==> src/rtl/duty_ramp_pkg.sv <==
// Shared definitions for the duty ramp and the PWM block it drives.
// Holds the default duty width (which must agree with the PWM block), the
// default divider width, and the ramp FSM state encoding.
package duty_ramp_pkg;
  localparam int DUTY_WIDTH_DEF = 8;
  localparam int DIV_WIDTH_DEF  = 16;

  localparam logic ST_IDLE = 1'b0;
  localparam logic ST_RAMP = 1'b1;

  typedef enum logic {
    S_IDLE = ST_IDLE,
    S_RAMP = ST_RAMP
  } ramp_state_e;
endpackage

==> src/rtl/duty_ramp_if.sv <==
// Target handshake between a duty source and the ramp.
//   target        requested duty
//   target_valid  target present (source drives)
//   target_ready  ramp can accept (ramp drives)
// The source uses the master modport; the ramp uses the slave modport.
interface duty_ramp_if #(
  parameter int DUTY_WIDTH = duty_ramp_pkg::DUTY_WIDTH_DEF
);
  logic [DUTY_WIDTH-1:0] target;
  logic                  target_valid;
  logic                  target_ready;

  modport master (output target, output target_valid, input  target_ready);
  modport slave  (input  target, input  target_valid, output target_ready);
endinterface

==> src/rtl/duty_ramp_tick_gen.sv <==
// Step-interval prescaler for the duty ramp.
//   clk, rst  clock, async active-low reset
//   en        count this cycle (ramp running and enabled)
//   clr       restart the interval from zero
//   tick_div  clocks per step; 0 behaves as 1
//   tick      high in the cycle whose edge applies a step
module ramp_tick_gen
  import duty_ramp_pkg::*;
#(
  parameter int DIV_WIDTH = DIV_WIDTH_DEF
) (
  input  logic                 clk,
  input  logic                 rst,
  input  logic                 en,
  input  logic                 clr,
  input  logic [DIV_WIDTH-1:0] tick_div,
  output logic                 tick
);
  logic [DIV_WIDTH-1:0] presc_q, presc_d;
  logic [DIV_WIDTH-1:0] last;

  always_comb begin
    // Terminal count is tick_eff-1; a zero divider maps to tick_eff=1.
    last    = (tick_div == '0) ? '0 : tick_div - DIV_WIDTH'(1);
    // >= rather than == so that shrinking tick_div mid-interval fires at
    // once instead of wrapping through the whole counter range.
    tick    = en & (presc_q >= last);
    presc_d = presc_q;
    if (clr)     presc_d = '0;
    else if (en) presc_d = tick ? '0 : presc_q + DIV_WIDTH'(1);
  end

  always_ff @(posedge clk or negedge rst) begin
    if (!rst) presc_q <= '0;
    else      presc_q <= presc_d;
  end
endmodule

==> src/rtl/duty_ramp.sv <==
// Slew-rate limiter feeding the PWM duty input.
//   clk, rst      clock, async active-low reset
//   enable        1 = ramp runs, 0 = everything freezes
//   tick_div      clocks per step (0 behaves as 1)
//   tgt_if        target handshake (slave side); ready == enable
//   duty          registered duty to the PWM
//   busy          high while ramping
//   done          one-cycle pulse when duty reaches the accepted target
module duty_ramp
  import duty_ramp_pkg::*;
#(
  parameter int DUTY_WIDTH = DUTY_WIDTH_DEF,
  parameter int DIV_WIDTH  = DIV_WIDTH_DEF,
  parameter int STEP       = 1
) (
  input  logic                  clk,
  input  logic                  rst,
  input  logic                  enable,
  input  logic [DIV_WIDTH-1:0]  tick_div,
  duty_ramp_if.slave            tgt_if,
  output logic [DUTY_WIDTH-1:0] duty,
  output logic                  busy,
  output logic                  done
);
  localparam logic [DUTY_WIDTH:0] STEP_W = (DUTY_WIDTH+1)'(STEP);

  ramp_state_e           state_q;
  logic [DUTY_WIDTH-1:0] duty_q, duty_d, target_q, eff_tgt, step_duty;
  logic                  done_q;
  logic                  xfer, tick;
  logic [DUTY_WIDTH:0]   diff_s, diff_abs, stepv;

  assign tgt_if.target_ready = enable;
  assign xfer = tgt_if.target_valid & enable;

  ramp_tick_gen #(.DIV_WIDTH(DIV_WIDTH)) u_tick (
    .clk      (clk),
    .rst      (rst),
    .en       (enable & (state_q == S_RAMP)),
    .clr      (xfer & (state_q == S_IDLE)),
    .tick_div (tick_div),
    .tick     (tick)
  );

  always_comb begin
    // A target accepted on this edge already steers a step on the same edge.
    eff_tgt   = xfer ? tgt_if.target : target_q;
    // One extra bit: the MSB is the sign, so the magnitude never wraps.
    diff_s    = {1'b0, eff_tgt} - {1'b0, duty_q};
    diff_abs  = diff_s[DUTY_WIDTH] ? -diff_s : diff_s;
    stepv     = (diff_abs > STEP_W) ? STEP_W : diff_abs;
    // stepv <= distance to target, so neither direction can overshoot or wrap.
    step_duty = diff_s[DUTY_WIDTH] ? duty_q - stepv[DUTY_WIDTH-1:0]
                                   : duty_q + stepv[DUTY_WIDTH-1:0];
    duty_d    = tick ? step_duty : duty_q;
  end

  always_ff @(posedge clk or negedge rst) begin
    if (!rst) begin
      state_q  <= S_IDLE;
      duty_q   <= '0;
      target_q <= '0;
      done_q   <= 1'b0;
    end else begin
      done_q <= 1'b0;
      if (enable) begin
        if (xfer) target_q <= tgt_if.target;
        case (state_q)
          S_IDLE: begin
            if (xfer) begin
              if (tgt_if.target == duty_q) done_q  <= 1'b1;
              else                         state_q <= S_RAMP;
            end
          end
          S_RAMP: begin
            duty_q <= duty_d;
            // Covers both landing on the target and a retarget onto the
            // current duty; an abandoned target simply never matches.
            if (duty_d == eff_tgt) begin
              done_q  <= 1'b1;
              state_q <= S_IDLE;
            end
          end
          default: state_q <= S_IDLE;
        endcase
      end
    end
  end

  assign duty = duty_q;
  assign busy = (state_q == S_RAMP);
  assign done = done_q;
endmodule

==> src/flat_wrapper.sv <==
// flat-port wrapper written by rule: the top's interface ports become plain ports
module duty_ramp_flat import duty_ramp_pkg::*;
#(
  parameter int DUTY_WIDTH = DUTY_WIDTH_DEF,
  parameter int DIV_WIDTH  = DIV_WIDTH_DEF,
  parameter int STEP       = 1
)
  (clk, rst, enable, tick_div, duty, busy, done, tgt_if_target, tgt_if_target_valid, tgt_if_target_ready);
  duty_ramp_if #(.DUTY_WIDTH(DUTY_WIDTH)) tgt_if_i ();
  input  logic clk;
  input  logic rst;
  input  logic enable;
  input  logic [DIV_WIDTH-1:0] tick_div;
  output logic [DUTY_WIDTH-1:0] duty;
  output logic busy;
  output logic done;
  input wire logic [$bits(tgt_if_i.target)-1:0] tgt_if_target;
  input wire logic [$bits(tgt_if_i.target_valid)-1:0] tgt_if_target_valid;
  output wire logic [$bits(tgt_if_i.target_ready)-1:0] tgt_if_target_ready;
  assign tgt_if_i.target = tgt_if_target;
  assign tgt_if_i.target_valid = tgt_if_target_valid;
  assign tgt_if_target_ready = tgt_if_i.target_ready;
  duty_ramp #(.DUTY_WIDTH(DUTY_WIDTH), .DIV_WIDTH(DIV_WIDTH), .STEP(STEP)) u_core (.clk(clk), .rst(rst), .enable(enable), .tick_div(tick_div), .tgt_if(tgt_if_i), .duty(duty), .busy(busy), .done(done));
endmodule
==> config.mk <==
export PLATFORM = sky130hd
export DESIGN_NAME = duty_ramp_flat
export DESIGN_NICKNAME = d
export VERILOG_FILES = /design/src/rtl/duty_ramp_pkg.sv /design/src/rtl/duty_ramp_if.sv /design/src/rtl/duty_ramp_tick_gen.sv /design/src/rtl/duty_ramp.sv /design/src/flat_wrapper.sv
export SDC_FILE = /design/constraint.sdc
export NUM_CORES = 1
export LEC_CHECK = 0
export BUFFER_PORTS_ARGS = -buffer_cell sky130_fd_sc_hd__clkbuf_2
export CORE_AREA = 8 8 87 89
export DETAILED_ROUTE_END_ITERATION = 12
export DIE_AREA = 0 0 95 97
export GPL_ROUTABILITY_DRIVEN = 0
export GPL_TIMING_DRIVEN = 0
export PLACE_DENSITY_LB_ADDON = 0.2
export SYNTH_ARGS = -nofsm -noshare
export SYNTH_HDL_FRONTEND = slang
export SYNTH_SLANG_ARGS = --single-unit
==> constraint.sdc <==
create_clock -name clk -period 9.6 [get_ports clk]
set_input_delay 0.96 -clock clk [delete_from_list [all_inputs] [get_ports clk]]
set_output_delay 0.96 -clock clk [all_outputs]
set_load 0.01 [all_outputs]
==> metrics.log, run 1 <==
INFO  metric power.ir.vdd_worst = 0.0863 mV
INFO  metric report.power.total = 450 uW
INFO  metric diode_insertion_count_for_antenna_repair = 0
INFO  metric run_status = complete, no violations
INFO  metric final_nets = 546
INFO  metric layout_worst_path_cycle_share = 70.6%
INFO  metric cp_max_fo = 10
INFO  metric detail_route.wl_per_cell = 15.3 um
INFO  metric cts-hold-fix-buffers = 0
INFO  metric clock_tree_from_tritoncts = built
INFO  metric drive_above_1_share = 16.6%
INFO  metric wl = 8550 um
INFO  metric buffer_count_from_post_cts_setup_fixing = 0
INFO  metric synth_seq_cells = 34
INFO  metric synth_common_cells = nand2_1, o21ai_0, ha_1, dfrtp_1, nand2b_1
INFO  metric synth-edff-count = 0
INFO  metric post-place-ws = 2500 ps
INFO  metric mappedNetlistArea = 3590 sq um
INFO  metric final_critical_path_setup_slack = 2830 ps
INFO  metric max_slew_margin = 42.7%
INFO  metric route.vias.total = 3,245
INFO  metric hpwl_after_dpl = 7020 um
INFO  metric totalNegativeSetupSlack = 0 ps
INFO  metric ys_async_sr_fraction = 100%
INFO  metric timing_worst_slew_pin_value = 859 ps
INFO  metric grt_pass1_wl = 14,600 um
INFO  metric dieWidth = 95 um
INFO  metric syn-mean-instance-area = 8.24 sq um
INFO  metric critical_path_required = 9770 ps
INFO  metric floorplan.core_area = 6200 sq um
INFO  metric seq_area_frac_synth = 23.7%
INFO  metric gr-total-overflow = 0
INFO  metric worst_setup_path_end_kind = flip-flop
INFO  metric max_cap_viol_count = 0
INFO  metric cp_data_arrival_time = 6950 ps
INFO  metric firstDrtPassIters = 4
INFO  metric fmaxAchievable = 148 MHz
INFO  metric initial_core_util = 57.9%
INFO  metric postSynth.topFlopCell = dfrtp_1
INFO  metric cts.root.buffer_cell = clkbuf_8
INFO  metric synth_top_cell_area_share = 23.7%
INFO  metric clk_pin_slew_worst_paths = 70 ps
INFO  metric grt_antenna_before_repair = 0
INFO  metric setup_violators_final = 0
INFO  metric grt_pass1_vias = 3,325
INFO  metric pin_count = 39
INFO  metric vias_per_cell = 5.81
INFO  metric synthesis.nets = 501
INFO  metric overall_die_area = 9220 sq um
INFO  metric cts.repair.resized = 0
INFO  metric drt.antenna.violating_nets = 0
INFO  metric die_h = 97 um
INFO  metric fin_worst_skew = 7.24 ps
INFO  metric crit_path_launch_type = primary input
INFO  metric layout.filler_cells = 560
INFO  metric post-synth-top-count-cell = nand2_1
INFO  metric cts_inserted_buffers = 5
INFO  metric clkLatencyLatePin = 290 ps
INFO  metric final_max_slew_viol_count = 0
INFO  metric post-route-drc-count = 0
INFO  metric synth_largest_area_cell = dfrtp_1
INFO  metric synth.top_cells.by_area = dfrtp_1, ha_1, o21ai_0
INFO  metric grt_max_degree = 35
INFO  metric leakage = 0.00185 uW
INFO  metric synth_warnings = 0
INFO  metric netlist-cell-type-count = 70
INFO  metric worstHoldPathType = reg -> reg
INFO  metric synthesis.instances = 436
INFO  metric grt.total_usage = 19.2%
INFO  metric worstSetupPathType = in -> reg
INFO  metric h_tree_depth = 2
INFO  metric timing_hold_violations_final = 0
INFO  metric portBuffers = 38
INFO  metric cts.path.max_buffers = 2
INFO  metric min_period = 6770 ps
INFO  metric tritoncts_num_sinks = 34
INFO  metric first_iter_violations = 97
INFO  metric syn_to_final_growth = 10.5%
INFO  metric placementRows = 29
INFO  metric power_per_cell_area = 113 nW/um^2
INFO  metric setup_repair_after_global_routing_missed_its_margin = no
## cell type report
| cell class | count | area [sq um] | share of cell area, % |
|---|---|---|---|
| repair buffers | 38 | 190 | 4.79 |
| well taps | 77 | 96.3 | 2.43 |
| inverters | 22 | 82.6 | 2.08 |
| clock buffers | 7 | 86.3 | 2.17 |
| flip-flops and latches | 34 | 851 | 21.4 |
| clock inverters | 1 | 5.00 | 0.126 |
| multi-input cells | 366 | 2590 | 65.1 |
| plain buffers | 14 | 72.6 | 1.83 |
## registers in the layout (all words and copies together), names as in the netlist
register and cells:
u_core.u_tick.presc_q 16, u_core.duty 8, u_core.target_q 8, u_core.busy 1
u_core.done 1
## cell families (layout without fill, tap and decap cells)
| kind of cell | count (synthesis) | in the layout | share of synthesized area (%) |
|---|---|---|---|
| AO/OA/AOI/OAI | 109 | 109 | 19.4 |
| AND/OR/NAND/NOR | 167 | 167 | 25.1 |
| adder cells (fa/ha/maj) | 37 | 37 | 13.3 |
| flip-flops | 34 | 34 | 23.7 |
| buffers and inverters | 36 | 82 | 4.32 |
| XOR/XNOR | 34 | 34 | 8.50 |
| other | 1 | 1 | 0.104 |
| multiplexers | 18 | 18 | 5.57 |
## final timing paths
kind                                      startpoint                   endpoint  slack [ps]  cells past startpoint
max reg2reg                           u_core.duty[0]                u_core.busy        3720                     25
min reg2reg                u_core.u_tick.presc_q[15]  u_core.u_tick.presc_q[15]         500                      1
min in group asynchronous                        rst                u_core.done         770                      1
min                        u_core.u_tick.presc_q[15]  u_core.u_tick.presc_q[15]         500                      1
max in group asynchronous                        rst             u_core.duty[6]        8290                      1
max                                           enable                u_core.busy        2830                     27
## layer usage
metal / vias up / part of all wire (%) / GRT usage [%]
met5: - / 0 / 0
met4: 0 / 2.0 / 6.25
met3: 15 / 2.2 / 2.78
met2: 36 / 55 / 36.5
met1: 1541 / 41 / 20.7
li1: 1653 / - / -
## cell usage in the layout, fill, tap and decap left out, types with 2 or more instances in the layout
| master | synthesis | layout |
|---|---|---|
| nand2_1 | 51 | 51 |
| o21ai_0 | 39 | 39 |
| clkbuf_2 | 0 | 38 |
| ha_1 | 35 | 35 |
| dfrtp_1 | 34 | 34 |
| nand2b_1 | 23 | 23 |
| a21oi_1 | 22 | 22 |
| inv_1 | 22 | 22 |
| xnor2_1 | 17 | 17 |
| xor2_1 | 16 | 16 |
| mux2_2 | 15 | 15 |
| nor2_1 | 14 | 14 |
| and3_1 | 13 | 13 |
| nor3_1 | 10 | 10 |
| clkbuf_1 | 8 | 9 |
| o21ai_1 | 8 | 8 |
| nor2b_1 | 8 | 8 |
| nand3_1 | 7 | 7 |
| nor4_1 | 6 | 6 |
| a21o_1 | 6 | 6 |
| nand4_1 | 6 | 6 |
| clkbuf_8 | 0 | 6 |
| or3_1 | 5 | 5 |
| and2_1 | 5 | 5 |
| o21a_1 | 4 | 4 |
| or2_1 | 3 | 3 |
| buf_2 | 3 | 3 |
| o22ai_1 | 3 | 3 |
| o211ai_1 | 3 | 3 |
| o31ai_1 | 3 | 3 |
| mux2i_1 | 2 | 2 |
| a21o_2 | 2 | 2 |
| or4b_1 | 2 | 2 |
| o21bai_1 | 2 | 2 |
| fa_1 | 2 | 2 |
## through the flow
| stage | cells | utilization, % | hold WS, ps | area (sq um) |
|---|---|---|---|---|
| 4_1_cts | 559 | 64.0 | 507 | 3970 |
| 5_1_grt | 559 | 64.0 | 523 | 3970 |
| 6_report | 559 | 64.0 | 499 | 3970 |
| 3_5_place_dp | 551 | 62.5 | 491 | 3880 |
| 2_1_floorplan | 436 | - | 452 | 3590 |
| 3_3_place_gp | 551 | 62.5 | 482 | 3880 |
## worst max-delay path, cell delays in order
cell      delay (ps)
clkbuf_2         130
nand2_1          310
clkbuf_1         480
mux2_2           430
ha_1             340
o21ai_1          170
a22oi_4          140
or2_0            250
or3b_1           350
a22oi_1          280
and2_1           200
nand2_1           70
inv_1             60
ha_1             210
and2_1           170
inv_1             60
ha_1             210
nor2b_1          130
o31ai_1          370
nand2b_1         100
a21oi_1          190
xnor2_1           90
mux2_2           300
xnor2_1          140
nand2_1           60
or4b_1           500
o22a_1           240
## power breakdown
part	total [uW]	switching [uW]	internal (uW)
Combinational	173	95.3	77.6
Clock	111	53.1	57.9
Sequential	166	11.3	154
(Power assumes the default switching activity.)
==> run 2, diff against run 1 <==
Settings changed: CORE_AREA 8 8 87 89 to 8 8 91 93, DIE_AREA 0 0 95 97 to 0 0 99 101.
Clock period 9.6 ns to 5.6 ns, I/O delays scaled along.
==> metrics.log, run 2 (same netlist as run 1, synthesis figures left out) <==
INFO  metric fin_worst_skew = 3.30 ps (was 7.24 ps)
INFO  metric cp_data_arrival_time = 5650 ps (was 6950 ps)
INFO  metric clock_tree_from_tritoncts = built (unchanged)
INFO  metric first_iter_violations = 97 (unchanged)
INFO  metric setup_violators_final = 0 (unchanged)
INFO  metric post-route-drc-count = 0 (unchanged)
INFO  metric critical_path_required = 5770 ps (was 9770 ps)
INFO  metric firstDrtPassIters = 4 (unchanged)
INFO  metric layout_worst_path_cycle_share = 97.7%
INFO  metric ff_latch_area = 851 sq um (unchanged)
INFO  metric grt_max_degree = 35 (unchanged)
INFO  metric max_slew_margin = 40.0% (was 42.7%)
INFO  metric grt_pass1_vias = 3,439 (was 3,325)
INFO  metric placementRows = 31 (was 29)
INFO  metric final_max_slew_viol_count = 0 (unchanged)
INFO  metric tritoncts_num_sinks = 34 (unchanged)
INFO  metric largest_register_ffs = 16 (unchanged)
INFO  metric worst_setup_path_end_kind = flip-flop (unchanged)
INFO  metric h_tree_depth = 2 (unchanged)
INFO  metric floorplan.core_area = 6940 sq um (was 6200 sq um)
INFO  metric drive_above_1_share = 27.8% (was 16.6%)
INFO  metric cts-hold-fix-buffers = 0 (unchanged)
INFO  metric die_h = 101 um (was 97 um)
INFO  metric totalNegativeSetupSlack = 0 ps (unchanged)
INFO  metric cp_max_fo = 8 (was 10)
INFO  metric cell_area_after_placement = 3900 sq um (was 3880 sq um)
INFO  metric area_of_combinational_cells_with_multiple_inputs = 2850 sq um (was 2590 sq um)
INFO  metric fin_util = 63.5% (was 64.0%)
INFO  metric cts_inserted_buffers = 5 (unchanged)
INFO  metric fmaxAchievable = 183 MHz
INFO  metric most-common-layout-cells = nand2_1, o21ai_0, clkbuf_2 (unchanged)
INFO  metric diode_insertion_count_for_antenna_repair = 0 (unchanged)
INFO  metric layout.filler_cells = 618 (was 560)
INFO  metric leakage = 0.00200 uW (was 0.00185 uW)
INFO  metric cts.path.max_buffers = 2 (unchanged)
INFO  metric worst_r2r_startpoint = u_core.duty[1] (was u_core.duty[0])
INFO  metric pin_count = 39 (unchanged)
INFO  metric grt_antenna_before_repair = 0 (unchanged)
INFO  metric clkLatencyLatePin = 280 ps (was 290 ps)
INFO  metric final_nets = 565 (was 546)
INFO  metric run_status = complete, no violations (unchanged)
INFO  metric critical-path-max-stage-delay = 520 ps (was 500 ps)
INFO  metric cp_top_family = simple AND/OR/NAND/NOR gates (unchanged)
INFO  metric hpwl_after_dpl = 7030 um (was 7020 um)
INFO  metric min_period = 5470 ps
INFO  metric route.vias.total = 3,416 (was 3,245)
INFO  metric overall_die_area = 10000 sq um (was 9220 sq um)
INFO  metric crit_path_launch_type = primary input (unchanged)
INFO  metric detail_route.wl_per_cell = 16.0 um (was 15.3 um)
INFO  metric worstSetupPathType = in -> reg (unchanged)
INFO  metric wl = 9340 um (was 8550 um)
INFO  metric finalInstanceArea = 4410 sq um (was 3970 sq um)
INFO  metric cts.root.buffer_cell = clkbuf_8 (unchanged)
INFO  metric grt.total_usage = 19.2% (about the same)
INFO  metric initial_core_util = 51.7% (was 57.9%)
INFO  metric power.ir.vdd_worst = 0.105 mV (was 0.0863 mV)
INFO  metric critical-path-slowest-cell = or4b_4 (was or4b_1)
INFO  metric max_cap_viol_count = 0 (unchanged)
INFO  metric drt.antenna.violating_nets = 0 (unchanged)
INFO  metric vias_per_cell = 5.87 (was 5.81)
INFO  metric power_per_cell_area = 188 nW/um^2 (was 113 nW/um^2)
INFO  metric final_critical_path_setup_slack = 126 ps (was 2830 ps)
INFO  metric final_common_cell = nand2_1 (unchanged)
INFO  metric portBuffers = 38 (unchanged)
INFO  metric post-place-ws = -883 ps (was 2500 ps)
INFO  metric regMostFlops = u_core.u_tick.presc_q (unchanged)
INFO  metric setup_repair_after_global_routing_missed_its_margin = yes (was no)
INFO  metric syn_to_final_growth = 22.8% (was 10.5%)
INFO  metric clk_pin_slew_worst_paths = 70 ps (about the same)
INFO  metric crit_start = tgt_if_target_valid (was enable)
INFO  metric dieWidth = 99 um (was 95 um)
INFO  metric gr-total-overflow = 0 (unchanged)
INFO  metric worstHoldPathType = in -> async (was reg -> reg)
INFO  metric timing_worst_slew_pin_value = 900 ps (was 859 ps)
INFO  metric ff2ff_setup_slack = 180 ps (was 3720 ps)
INFO  metric grt_pass1_wl = 15,800 um (was 14,600 um)
INFO  metric timing_hold_violations_final = 0 (unchanged)
INFO  metric critical_path_buf_inv_count = 3 (was 4)
[run 2: worst paths after layout]
| kind | endpoint | cells after the start |
|---|---|---|
| max in group asynchronous | u_core.busy | 1 |
| min in group clk | u_core.u_tick.presc_q[15] | 1 |
| setup / recovery | u_core.busy | 27 |
| hold reg to reg | u_core.u_tick.presc_q[15] | 1 |
| setup reg to reg | u_core.busy | 25 |
| hold / removal | u_core.u_tick.presc_q[3] | 1 |
[run 2: worst register-to-register path: stages, from the launching register on]
cell and delay [ps]:
dfrtp_1 590, inv_1 170, ha_1 310, nand2b_1 140, a21oi_4 240, mux2i_2 280
nand4_1 180, or3b_1 400, a22oi_2 200, and2_4 180, nand2_2 50, inv_2 70
ha_4 190, and2_4 140, inv_2 60, ha_4 190, nor2b_4 130, o31ai_4 220
nand2b_1 100, a21oi_2 160, xnor2_1 90, mux2_4 280, xnor2_2 120, nand2_1 70
or4b_4 520, o22a_1 220
[run 2: per-layer routing]
layer | global-route usage (%) | up-vias | share of wire [%]
li1 | - | 1678 | -
met1 | 21.3 | 1661 | 42
met2 | 36.4 | 57 | 54
met5 | 0 | - | 0
met3 | 2.83 | 20 | 2.3
met4 | 6.02 | 0 | 2.4
[run 2: power by group]
part	total (uW)	switching (uW)	leakage, uW	internal [uW]
clock network	171	85.3	0.0000383	85.6
registers	285	19.6	0.000421	265
logic	374	190	0.00154	184
[run 2: repair_timing]
| item | 4_1_cts | 5_1_grt |
|---|---|---|
| resized for setup | 43 | 25 |
| setup buffers | 12 | 8 |
| endpoints found under the setup margin | 3 | 3 |
| pin swaps | 17 | 21 |
[run 2: final cells by class]
cell class / instances / area share [%]
clock buffers: 7 / 1.73
inverters: 22 / 1.87
well taps: 82 / 2.33
flip-flops and latches: 34 / 19.3
plain buffers: 13 / 1.82
repair buffers: 58 / 8.28
multi-input cells: 366 / 64.7
[run 2: through the flow]
stage,cells,hold slack (ps),total power [uW]
CTS,575,423,802
floorplan,436,264,506
finish,582,394,830
detailed placement,556,491,585
global route,582,462,890
global placement,556,484,574
